File: src/rtl/seq_stage_ctrl.sv
// Multi-cycle stage sequencer for the SEQ Y86-64 core: one stage per state,
// data-memory req/ack handshake with timeout, Y86 status tracking, perf counters.
module seq_stage_ctrl #(
    parameter int unsigned MEM_TIMEOUT = 16,
    parameter int unsigned CNT_W       = 32
) (
    input  logic             clk,
    input  logic             reset,
    input  logic             start,
    input  logic [3:0]       icode,
    input  logic             imem_error,
    input  logic             dmem_error,
    input  logic             mem_ack,
    output logic             mem_req,
    output logic             fetch_en,
    output logic             decode_en,
    output logic             execute_en,
    output logic             memory_en,
    output logic             writeback_en,
    output logic             pc_en,
    output logic [2:0]       stat,
    output logic             halted,
    output logic [CNT_W-1:0] cycle_count,
    output logic [CNT_W-1:0] instr_count
);

    localparam int unsigned TW = $clog2(MEM_TIMEOUT + 1);
    localparam logic [2:0] STAT_AOK = 3'd1;
    localparam logic [2:0] STAT_HLT = 3'd2;
    localparam logic [2:0] STAT_ADR = 3'd3;
    localparam logic [2:0] STAT_INS = 3'd4;

    typedef enum logic [2:0] {
        S_IDLE, S_FETCH, S_DECODE, S_EXECUTE, S_MEMORY, S_WRITEBACK, S_PCUPD, S_HALT
    } state_t;

    state_t           state_q, state_d;
    logic [2:0]       stat_q, stat_d;
    logic [3:0]       icode_q, icode_d;
    logic [TW-1:0]    timer_q, timer_d;
    logic [CNT_W-1:0] cyc_q, cyc_d;
    logic [CNT_W-1:0] ins_q, ins_d;
    logic             mem_class;

    // mrmovq, rmmovq, call, ret, pushq, popq touch data memory
    assign mem_class = icode_q inside {4'h4, 4'h5, 4'h8, 4'h9, 4'hA, 4'hB};

    always_ff @(posedge clk) begin
        if (reset) begin
            state_q <= S_IDLE;
            stat_q  <= STAT_AOK;
            icode_q <= '0;
            timer_q <= '0;
            cyc_q   <= '0;
            ins_q   <= '0;
        end else begin
            state_q <= state_d;
            stat_q  <= stat_d;
            icode_q <= icode_d;
            timer_q <= timer_d;
            cyc_q   <= cyc_d;
            ins_q   <= ins_d;
        end
    end

    always_comb begin
        state_d = state_q;
        stat_d  = stat_q;
        icode_d = icode_q;
        timer_d = '0;
        cyc_d   = cyc_q;
        ins_d   = ins_q;
        if (state_q != S_IDLE && state_q != S_HALT)
            cyc_d = cyc_q + CNT_W'(1);
        case (state_q)
            S_IDLE:    if (start) state_d = S_FETCH;
            S_FETCH: begin
                icode_d = icode;
                if (imem_error) begin
                    stat_d  = STAT_ADR;
                    state_d = S_HALT;
                end else if (icode > 4'hB) begin
                    stat_d  = STAT_INS;
                    state_d = S_HALT;
                end else if (icode == 4'h0) begin
                    stat_d  = STAT_HLT;
                    state_d = S_HALT;
                end else begin
                    state_d = S_DECODE;
                end
            end
            S_DECODE:  state_d = S_EXECUTE;
            S_EXECUTE: state_d = S_MEMORY;
            S_MEMORY: begin
                // ack on the final timeout cycle still completes the access
                if (!mem_class) begin
                    state_d = S_WRITEBACK;
                end else if (mem_ack) begin
                    if (dmem_error) begin
                        stat_d  = STAT_ADR;
                        state_d = S_HALT;
                    end else begin
                        state_d = S_WRITEBACK;
                    end
                end else if (timer_q == TW'(MEM_TIMEOUT - 1)) begin
                    stat_d  = STAT_ADR;
                    state_d = S_HALT;
                end else begin
                    timer_d = timer_q + TW'(1);
                end
            end
            S_WRITEBACK: state_d = S_PCUPD;
            S_PCUPD: begin
                ins_d   = ins_q + CNT_W'(1);
                state_d = S_FETCH;
            end
            S_HALT:    state_d = S_HALT;
        endcase
    end

    always_comb begin
        fetch_en     = 1'b0;
        decode_en    = 1'b0;
        execute_en   = 1'b0;
        memory_en    = 1'b0;
        writeback_en = 1'b0;
        pc_en        = 1'b0;
        mem_req      = 1'b0;
        halted       = 1'b0;
        case (state_q)
            S_FETCH:     fetch_en = 1'b1;
            S_DECODE:    decode_en = 1'b1;
            S_EXECUTE:   execute_en = 1'b1;
            S_MEMORY: begin
                memory_en = 1'b1;
                mem_req   = mem_class;
            end
            S_WRITEBACK: writeback_en = 1'b1;
            S_PCUPD:     pc_en = 1'b1;
            S_HALT:      halted = 1'b1;
            default: ;
        endcase
        stat        = stat_q;
        cycle_count = cyc_q;
        instr_count = ins_q;
    end

endmodule

File: config.mk
export PLATFORM = sky130hd
export DESIGN_NAME = seq_stage_ctrl
export DESIGN_NICKNAME = d
export VERILOG_FILES = /design/src/rtl/seq_stage_ctrl.sv
export SDC_FILE = /design/constraint.sdc
export NUM_CORES = 1
export LEC_CHECK = 0
export CAP_MARGIN = 40
export CORE_MARGIN = 2
export CORE_UTILIZATION = 40
export CTS_CLUSTER_DIAMETER = 40
export DETAILED_ROUTE_END_ITERATION = 10
export DONT_BUFFER_PORTS = 1
export GPL_TIMING_DRIVEN = 0
export PLACE_DENSITY = 0.57
export SLEW_MARGIN = 20
export SYNTH_ARGS = -nofsm -noshare
export SYNTH_HDL_FRONTEND = slang
export SYNTH_SLANG_ARGS = --single-unit
File: constraint.sdc
create_clock -name clk -period 2.1 [get_ports clk]
set_input_delay 0.21 -clock clk [delete_from_list [all_inputs] [get_ports clk]]
set_output_delay 0.21 -clock clk [all_outputs]
set_load 0.03 [all_outputs]
== Word-level counts from Yosys, hierarchy flattened ==
Index checks and enable logic that the tools add are counted.

* Register bits: 79
* Output and inout bits: 75
* Input bits: 10

* Bitwise operators: 2
* $lt $le $gt $ge: 1
* Multiplexer cells: 25
* Equal/unequal tests: 21
* Add/sub/neg operators: 3
* Reductions and logical operators: 9

{| class="wikitable"
|+ Operators by type and width
! kind !! count
|-
| $add A32 B1 Y32 const B || 2
|-
| $mux W3 || 14
|-
| $pmux W3 S8 || 1
|-
| $eq A4 B4 Y1 const B || 4
|-
| $eq A3 B3 Y1 const B || 4
|-
| $ne A3 B3 Y1 const B || 3
|-
| $eq A4 B3 Y1 const B || 2
|-
| $mux W1 || 8
|-
| $ne A4 B4 Y1 const B || 2
|-
| $eq A3 B2 Y1 const B || 2
|-
| $pmux W3 S2 || 1
|-
| $reduce_bool A6 Y1 || 1
|-
| $add A5 B1 Y5 const B || 1
|-
| $eq A5 B4 Y1 const B || 1
|-
| $reduce_and A5 Y1 || 1
|-
| $reduce_or A5 Y1 || 1
|-
| $gt A4 B4 Y1 const B || 1
|-
| $logic_not A4 Y1 || 1
|-
| $ne A2 B2 Y1 const B || 2
|-
| $eq A3 B1 Y1 const B || 1
|-
| $logic_not A3 Y1 || 1
|-
| $reduce_bool A3 Y1 || 1
|-
| $mux W2 || 1
|-
| $not A1 Y1 || 2
|-
| 3 further kinds || 3
|}

== Longest topological paths before layout ==
Gate-level depths: netlist (run 1).

* Depth in word-level cells: 5
* Gate-level depth with buffers: 7
* Gate-level depth less buffers: 6

== Worst setup path before layout (run 1) ==
No wires, ideal clock.

* Path type: register to register
* From: reg state_q[2]
* To: reg timer_q[2]
* Required time: 2.035 ns
* Path slack: -0.253 ns
* Arrival: 2.288 ns
* Buffers on the path: 1
* Stages on the path, launching flop included: 6
* Path through: dfxtp_1 > buf_2 > nor3b_1 > o21ai_1 > or3_1 > nor2_1

* Word-level cells in the longest chain between the ends: 3

{| class="wikitable"
|+ Ends and longest elaborated chain
! item !! line !! text
|-
| start: declaration || 37 || <nowiki>state_t state_q, state_d;</nowiki>
|-
| start signal: assignment || 57 || <nowiki>state_q <= state_d;</nowiki>
|-
| $eq A3 B3 Y1 || 75 || <nowiki>case (state_q)</nowiki>
|-
| $not A1 Y1 (no line) || - ||
|-
| $reduce_or A5 Y1 (no line) || - ||
|-
| end signal: assignment || 60 || <nowiki>timer_q <= timer_d;</nowiki>
|-
| end: declaration || 40 || <nowiki>logic [TW-1:0] timer_q, timer_d;</nowiki>
|}

Every way passes these cells.
A chain may end at the register's enable or synchronous reset.

== Final worst setup path (run 1) ==
* From: reg ins_q[2] (netlist: instr_count[2])
* To: reg ins_q[17] (netlist: instr_count[17])

* Word-level cells in the longest chain between the ends: 1

{| class="wikitable"
|+ Ends and longest elaborated chain
! item !! line !! text
|-
| start: declaration || 42 || <nowiki>logic [CNT_W-1:0] ins_q, ins_d;</nowiki>
|-
| start signal: assignment || 62 || <nowiki>ins_q <= ins_d;</nowiki>
|-
| $add A32 B1 Y32 || 114 || <nowiki>ins_d = ins_q + CNT_W'(1);</nowiki>
|}

Every way passes these cells.

==> impl_metrics.env, run 1 <==
export IMPL_status="completed"
export IMPL_via_per_inst=5.94
export IMPL_worstHoldEndpoint="icode_q[1]$_SDFFE_PP0P_"
export IMPL_synth_edf_count=0
export IMPL_p_sw_uw=854
export IMPL_synthFlopType="dfxtp_1"
export IMPL_design_area_um2=4540
export IMPL_grt_use_met3_pct=5.96
export IMPL_hold_path_class="in -> reg"
export IMPL_switching_share_pct=29.2
export IMPL_end_kind="flip-flop"
export IMPL_grt_start_max_net_pins=14
export IMPL_synth_avg_cell_area_um2=8.63
export IMPL_path_clk_slew_ns=0.08
export IMPL_grt_pass1_vias=3117
export IMPL_grt_pass1_wl_um=15700
export IMPL_start_util_pct=41.0
export IMPL_postLayoutCoreUtil_pct=49.4
export IMPL_final_cells=576
export IMPL_worstHoldStart="icode[1]"
export IMPL_grt_util_all_layers_pct=19.3
export IMPL_gp_congestion=0.805
export IMPL_clockBufferDepth=2
export IMPL_pwr_share_clk_pct=35.0
export IMPL_fin_crit_sh_pct=97.2
export IMPL_critPathLaunchType="flip-flop"
export IMPL_arrival_ns=2.28
export IMPL_cp_required_ns=2.34
export IMPL_ys_seq_area_share_pct=41.4
export IMPL_synthCells=437
export IMPL_maxSlewViolCount=0
export IMPL_rsz0062_at_grt="yes"
export IMPL_busiest_layer="met2"
export IMPL_vias=3420
export IMPL_ys_types=48
export IMPL_core_um2=9200
export IMPL_cp_slowest_cell="or4_4"
export IMPL_hold_violations=0
export IMPL_antenna_found_initial=0
export IMPL_fmax_mhz=490
export IMPL_fin_crit_ns=2.04
export IMPL_die_area_um2=10200
export IMPL_irDropWorstVdd_mv=0.301
export IMPL_fp_dieW_um=101
export IMPL_worst_setup_path_type="reg -> reg"
export IMPL_drcViolationCount=0
export IMPL_finalWorstSetupSlack_ns=0.0580
export IMPL_reg2reg_slack_ns=0.06
export IMPL_cts_sinks=78
export IMPL_antenna_cells=0
export IMPL_synth_seq_cells=78
export IMPL_internal_power_uw=2070
export IMPL_first_pass_iters=4
export IMPL_tightest_slew_ns=0.595
export IMPL_reg2reg_from="instr_count[2]$_SDFFE_PP0P_"
export IMPL_layout_drive_gt1_share_pct=26.9
export IMPL_placement_rows=35
export IMPL_dpl_hpwl_um=6760
export IMPL_synth_nets=451
export IMPL_p_leak_uw=0.00142
export IMPL_area_growth_pct=20.5
export IMPL_comb_power_share_pct=10.8
export IMPL_setup_viol=0
export IMPL_critPathMaxStageDelay_ns=0.56
export IMPL_holdPathStages=2
export IMPL_critical_path_cell_chain="nand4b_4, or4_4, buf_6, nor4_2, mux2_2"
export IMPL_clock_latency_ns=0.35
export IMPL_crit_path_max_fanout=10
export IMPL_cts_root_buf="clkbuf_8"
export IMPL_reg2regPathDepth=5
export IMPL_ys_warn_count=0
export IMPL_pre_cts_ws_ns=-0.343
export IMPL_cts_buffers=9
export IMPL_h_tree_depth=3
export IMPL_finalHoldWorstSlack_ns=0.0284
export IMPL_timing_rr_end="instr_count[17]$_SDFFE_PP0P_"
export IMPL_drt_initial_drc_count=96
export IMPL_max_slew_margin_pct=59.8
export IMPL_p_seq_share_pct=54.1
export IMPL_final_nets=474
export IMPL_synth_area_um2=3770
export IMPL_use_met2_pct=29.1
export IMPL_gr_total_overflow=0
export IMPL_io_buffers=0
export IMPL_ios=85
export IMPL_die_h_um=101
export IMPL_dp_cells=549
export IMPL_async_reset_ff_share_pct=0
export IMPL_cts_tree="built"
export IMPL_p_per_area_nw_per_um2=644
export IMPL_routed_wl_um=9630
export IMPL_ant_nets=0
export IMPL_met1_usage_pct=26.1
export IMPL_wl_per_cell_um=16.7
export IMPL_place_area_um2=3940
export IMPL_skew_ns=0.0118
export IMPL_maxCapViolations=0
-- how the worst max path moves through the flow --
stage,from,slack (ns),end,cells after the start
2_1_floorplan,cycle_count[8]$_SDFFE_PP0P_,0.003,cycle_count[23]$_SDFFE_PP0P_,7
3_5_place_dp,instr_count[0]$_SDFFE_PP0P_,-0.34,instr_count[20]$_SDFFE_PP0P_,7
3_3_place_gp,cycle_count[8]$_SDFFE_PP0P_,-0.33,cycle_count[23]$_SDFFE_PP0P_,7
5_1_grt,instr_count[2]$_SDFFE_PP0P_,-0.003,instr_count[17]$_SDFFE_PP0P_,5
6_report,instr_count[2]$_SDFFE_PP0P_,0.06,instr_count[17]$_SDFFE_PP0P_,5
4_1_cts,instr_count[2]$_SDFFE_PP0P_,-0.002,instr_count[17]$_SDFFE_PP0P_,5
-- flip-flops by register name, summed over array words and instances, names as in the netlist --
register	flops
timer_q	5
stat	3
cycle_count	32
instr_count	32
state_q	3
icode_q	3
-- layer usage --
metal | vias to the layer above | wire length [um]
met2 | 80 | 4340
met4 | 0 | 142
li1 | 1703 | -
met1 | 1625 | 4450
met5 | - | 0
met3 | 12 | 706
-- through the flow --
stage               TNS (ns)  power (uW)
detailed placement     -8.22        1930
global placement       -7.49        1920
global route        -0.00268        3080
floorplan                  0        1860
finish                     0        2930
CTS                 -0.00190        2970
-- worst max-delay path, delay by kind of cell (launching register included) --
family,cells,cell delay (ns)
flops,1,0.44
simple gates,3,0.97
buf+inv,1,0.17
mux,1,0.36
-- cells in the final DEF (no fill, tap or decap), types with 5 or more instances in the layout --
master / instances
inv_1: 16
or4_4: 5
dfxtp_2: 13
dfxtp_1: 30
nand4_1: 19
dfxtp_4: 35
or4_1: 31
mux2i_1: 7
nand2_1: 20
buf_6: 5
o21ai_0: 14
clkbuf_8: 12
clkbuf_1: 10
nor2_1: 31
xnor2_1: 8
xor2_1: 9
o31ai_1: 23
and4_1: 5
o31ai_2: 9
nand3_1: 16
or3_1: 17
buf_4: 16
a21oi_1: 46
-- cell type report --
cell class | instances | area (um2)
Clock inverter | 5 | 35.0
Clock buffer | 11 | 141
Inverter | 18 | 67.6
Buffer | 26 | 184
Tap cell | 111 | 139
Fill cell | 867 | 4650
Timing Repair Buffer | 14 | 110
Sequential cell | 78 | 1710
Multi-Input combinational cell | 313 | 2160
-- Yosys cell counts (2+ instances only) --
cell | instances | area share, %
mux2_2 | 2 | 0.60
mux2i_1 | 7 | 1.9
nor4_1 | 4 | 0.66
o21ai_0 | 14 | 1.9
nand4_2 | 2 | 0.66
buf_6 | 5 | 1.5
nor3_1 | 4 | 0.53
clkbuf_1 | 15 | 1.5
nor2b_1 | 4 | 0.66
and3_1 | 4 | 0.66
or3_1 | 17 | 2.8
dfxtp_1 | 78 | 41
nand3_1 | 18 | 2.4
or2_2 | 2 | 0.33
and4_1 | 5 | 1.2
or4_1 | 35 | 7.0
nor3b_1 | 2 | 0.40
inv_1 | 18 | 1.8
ha_1 | 4 | 1.3
buf_2 | 6 | 0.80
and2_1 | 4 | 0.66
nand4_1 | 19 | 3.2
xnor2_1 | 8 | 1.9
nor2_1 | 31 | 3.1
o31ai_1 | 32 | 6.4
a21oi_1 | 48 | 6.4
xor2_1 | 9 | 2.1
nand2_1 | 20 | 2.0
-- power by group through the flow --
| stage | clock, uW | combinational (uW) | sequential [uW] |
|---|---|---|---|
| after floorplan | 0 | 233 | 1620 |
| after global placement | 0 | 283 | 1630 |
| after detailed placement | 0 | 294 | 1640 |
| after CTS | 1070 | 313 | 1590 |
| after global routing | 1140 | 351 | 1590 |
| final | 1030 | 317 | 1580 |
-- cells by family (layout without fill, tap and decap cells) --
family	Yosys count	in the layout	share of synthesized area, %
simple gates	179	179	28.2
xor+xnor	17	17	3.95
flops	78	78	41.4
fa+ha+maj	4	4	1.33
buf+inv	46	74	5.94
compound gates	104	104	16.7
mux	9	9	2.46
-- repair_timing --
item	in CTS	in global routing
resized for setup	75	44
endpoints found under the setup margin	43	34
endpoints found under the hold margin	2	0
pin swaps	4	8
buffers inserted	6	5
cloned	0	0
hold buffers	2	0
Note: power is estimated with default switching activity, not from simulation.
==> inputs of run 2 (changes only) <==
--- a/config.mk
+++ b/config.mk
@@ -7,12 +7,12 @@
 export LEC_CHECK = 0
 export CAP_MARGIN = 40
 export CORE_MARGIN = 2
-export CORE_UTILIZATION = 40
+export CORE_UTILIZATION = 57
 export CTS_CLUSTER_DIAMETER = 40
 export DETAILED_ROUTE_END_ITERATION = 10
 export DONT_BUFFER_PORTS = 1
 export GPL_TIMING_DRIVEN = 0
-export PLACE_DENSITY = 0.57
+export PLACE_DENSITY = 0.76
 export SLEW_MARGIN = 20
 export SYNTH_ARGS = -nofsm -noshare
 export SYNTH_HDL_FRONTEND = slang
==> impl_metrics.env, run 2 (synthesized netlist as in run 1, its figures left out) <==
export IMPL_status="completed"
export IMPL_h_tree_depth=3
export IMPL_tightest_slew_ns=0.671
export IMPL_final_common_cell="a21oi_1"
export IMPL_design_area_um2=4430
export IMPL_fin_tns_setup_ns=0
export IMPL_cts_root_buf="clkbuf_8"
export IMPL_gp_congestion=0.834
export IMPL_skew_ns=0.0116
export IMPL_place_area_um2=3900
export IMPL_hold_path_class="in -> reg"
export IMPL_critical_path_cell_chain="nand4_1, or4_1, buf_6, buf_6, or4_1, a21oi_1"
export IMPL_grt_util_all_layers_pct=25.3
export IMPL_via_per_inst=6.47
export IMPL_grt_start_max_net_pins=13
export IMPL_worstHoldStart="icode[2]"
export IMPL_pre_cts_ws_ns=-0.299
export IMPL_vias=3455
export IMPL_reg2reg_from="instr_count[8]$_SDFFE_PP0P_"
export IMPL_fmax_mhz=482
export IMPL_cp_required_ns=2.38
export IMPL_dpl_hpwl_um=6300
export IMPL_hold_violations=0
export IMPL_ios=85
export IMPL_worstHoldEndpoint="icode_q[2]$_SDFFE_PP0P_"
export IMPL_reg2regPathDepth=6
export IMPL_area_growth_pct=17.6
export IMPL_layout_drive_gt1_share_pct=24.5
export IMPL_maxSlewViolCount=0
export IMPL_start_util_pct=59.0
export IMPL_ant_nets=0
export IMPL_drt_initial_drc_count=214
export IMPL_critPathMaxStageDelay_ns=0.56
export IMPL_holdPathStages=2
export IMPL_die_area_um2=7280
export IMPL_io_buffers=0
export IMPL_crit_path_max_fanout=10
export IMPL_critPathLaunchType="flip-flop"
export IMPL_die_h_um=85.3
export IMPL_fin_crit_sh_pct=98.8
export IMPL_clockBufferDepth=2
export IMPL_core_um2=6390
export IMPL_irDropWorstVdd_mv=0.720
export IMPL_cts_tree="built"
export IMPL_final_cell_mix="a21oi_1, dfxtp_1, or4_1"
export IMPL_cts_sinks=78
export IMPL_final_nets=467
export IMPL_worst_setup_path_type="reg -> reg"
export IMPL_placement_rows=29
export IMPL_drcViolationCount=0
export IMPL_cp_slowest_cell="or4_1"
export IMPL_max_slew_margin_pct=54.7
export IMPL_fin_crit_ns=2.07
export IMPL_rsz0062_at_grt="yes"
export IMPL_dp_cells=515
export IMPL_final_cells=534
export IMPL_wl_per_cell_um=17.6
export IMPL_cts_buffers=9
export IMPL_finalWorstSetupSlack_ns=0.0258
export IMPL_timing_rr_end="instr_count[31]$_SDFFE_PP0P_"
export IMPL_reg2reg_slack_ns=0.03
export IMPL_p_leak_uw=0.00143
export IMPL_antenna_found_initial=0
export IMPL_first_pass_iters=4
export IMPL_holdBufCountCts=0
export IMPL_fp_dieW_um=85.3
export IMPL_end_kind="flip-flop"
export IMPL_grt_pass1_vias=3144
export IMPL_gr_total_overflow=0
export IMPL_clock_latency_ns=0.35
export IMPL_path_clk_slew_ns=0.08
export IMPL_maxCapViolations=0
export IMPL_p_per_area_nw_per_um2=712
export IMPL_routed_wl_um=9390
export IMPL_grt_pass1_wl_um=15000
export IMPL_setup_viol=0
export IMPL_arrival_ns=2.35
export IMPL_antenna_cells=0
-- run 2: cell types whose count changed in the layout (fill, tap and decap cells not counted), moves of 2 or more --
cell,change
nand3_4,-2
o31ai_1,+3
dlygate4sd3_1,-2
dfxtp_1,+4
o31ai_2,-3
dfxtp_4,-6
bufinv_16,+2
clkinv_4,-2
dfxtp_2,+2
buf_4,-5
nand3_2,+2
-- run 2: repair_timing --
action	CTS	global route
gates cloned	0	0
resized for setup	65	37
pin swaps	1	6
endpoints found under the setup margin	46	37
buffers inserted	1	6
hold endpoints to repair	0	0
-- run 2: worst max path at each step --
stage	slack (ns)	endpoint	from	cells after the start
after detailed placement	-0.30	cycle_count[23]$_SDFFE_PP0P_	cycle_count[8]$_SDFFE_PP0P_	7
after floorplan	0.003	cycle_count[23]$_SDFFE_PP0P_	cycle_count[8]$_SDFFE_PP0P_	7
after CTS	-0.02	instr_count[17]$_SDFFE_PP0P_	instr_count[2]$_SDFFE_PP0P_	5
after global placement	-0.29	cycle_count[27]$_SDFFE_PP0P_	cycle_count[8]$_SDFFE_PP0P_	7
final	0.03	instr_count[31]$_SDFFE_PP0P_	instr_count[8]$_SDFFE_PP0P_	6
after global routing	-0.05	instr_count[24]$_SDFFE_PP0P_	instr_count[8]$_SDFFE_PP0P_	6
-- run 2: cell type report --
class	count	area [um2]
fillers	506	1950
clock inverters	4	70.1
flip-flops and latches	78	1690
well taps	77	96.3
repair buffers	8	60.1
multi-input cells	313	2130
inverters	18	70.1
clock buffers	11	151
plain buffers	25	168
-- run 2: worst max-delay path, delay by kind of cell (launching register included) --
family	cells	cell delay [ns]
simple gates	3	1.15
flops	1	0.43
buf+inv	2	0.28
compound gates	1	0.14
-- run 2: stage by stage --
step	power [uW]	utilization [%]	hold WS (ns)
5_1_grt	3260	69.4	0.0328
3_3_place_gp	1910	60.9	0.362
3_5_place_dp	1920	61.1	0.378
4_1_cts	3160	67.1	0.0167
2_1_floorplan	1860	-	0.357
6_report	3160	69.4	0.0213
-- run 2: routing by layer --
metal,GRT usage (%),vias to the layer above,wire [um]
met1,32.8,1649,4140
met4,9.96,0,165
met2,40.2,116,4360
met5,0,-,0
met3,7.00,12,725
li1,-,1678,-
-- run 2: report_power, final --
group | internal [uW] | switching (uW)
clock network | 724 | 545
logic | 116 | 196
registers | 1490 | 87.1
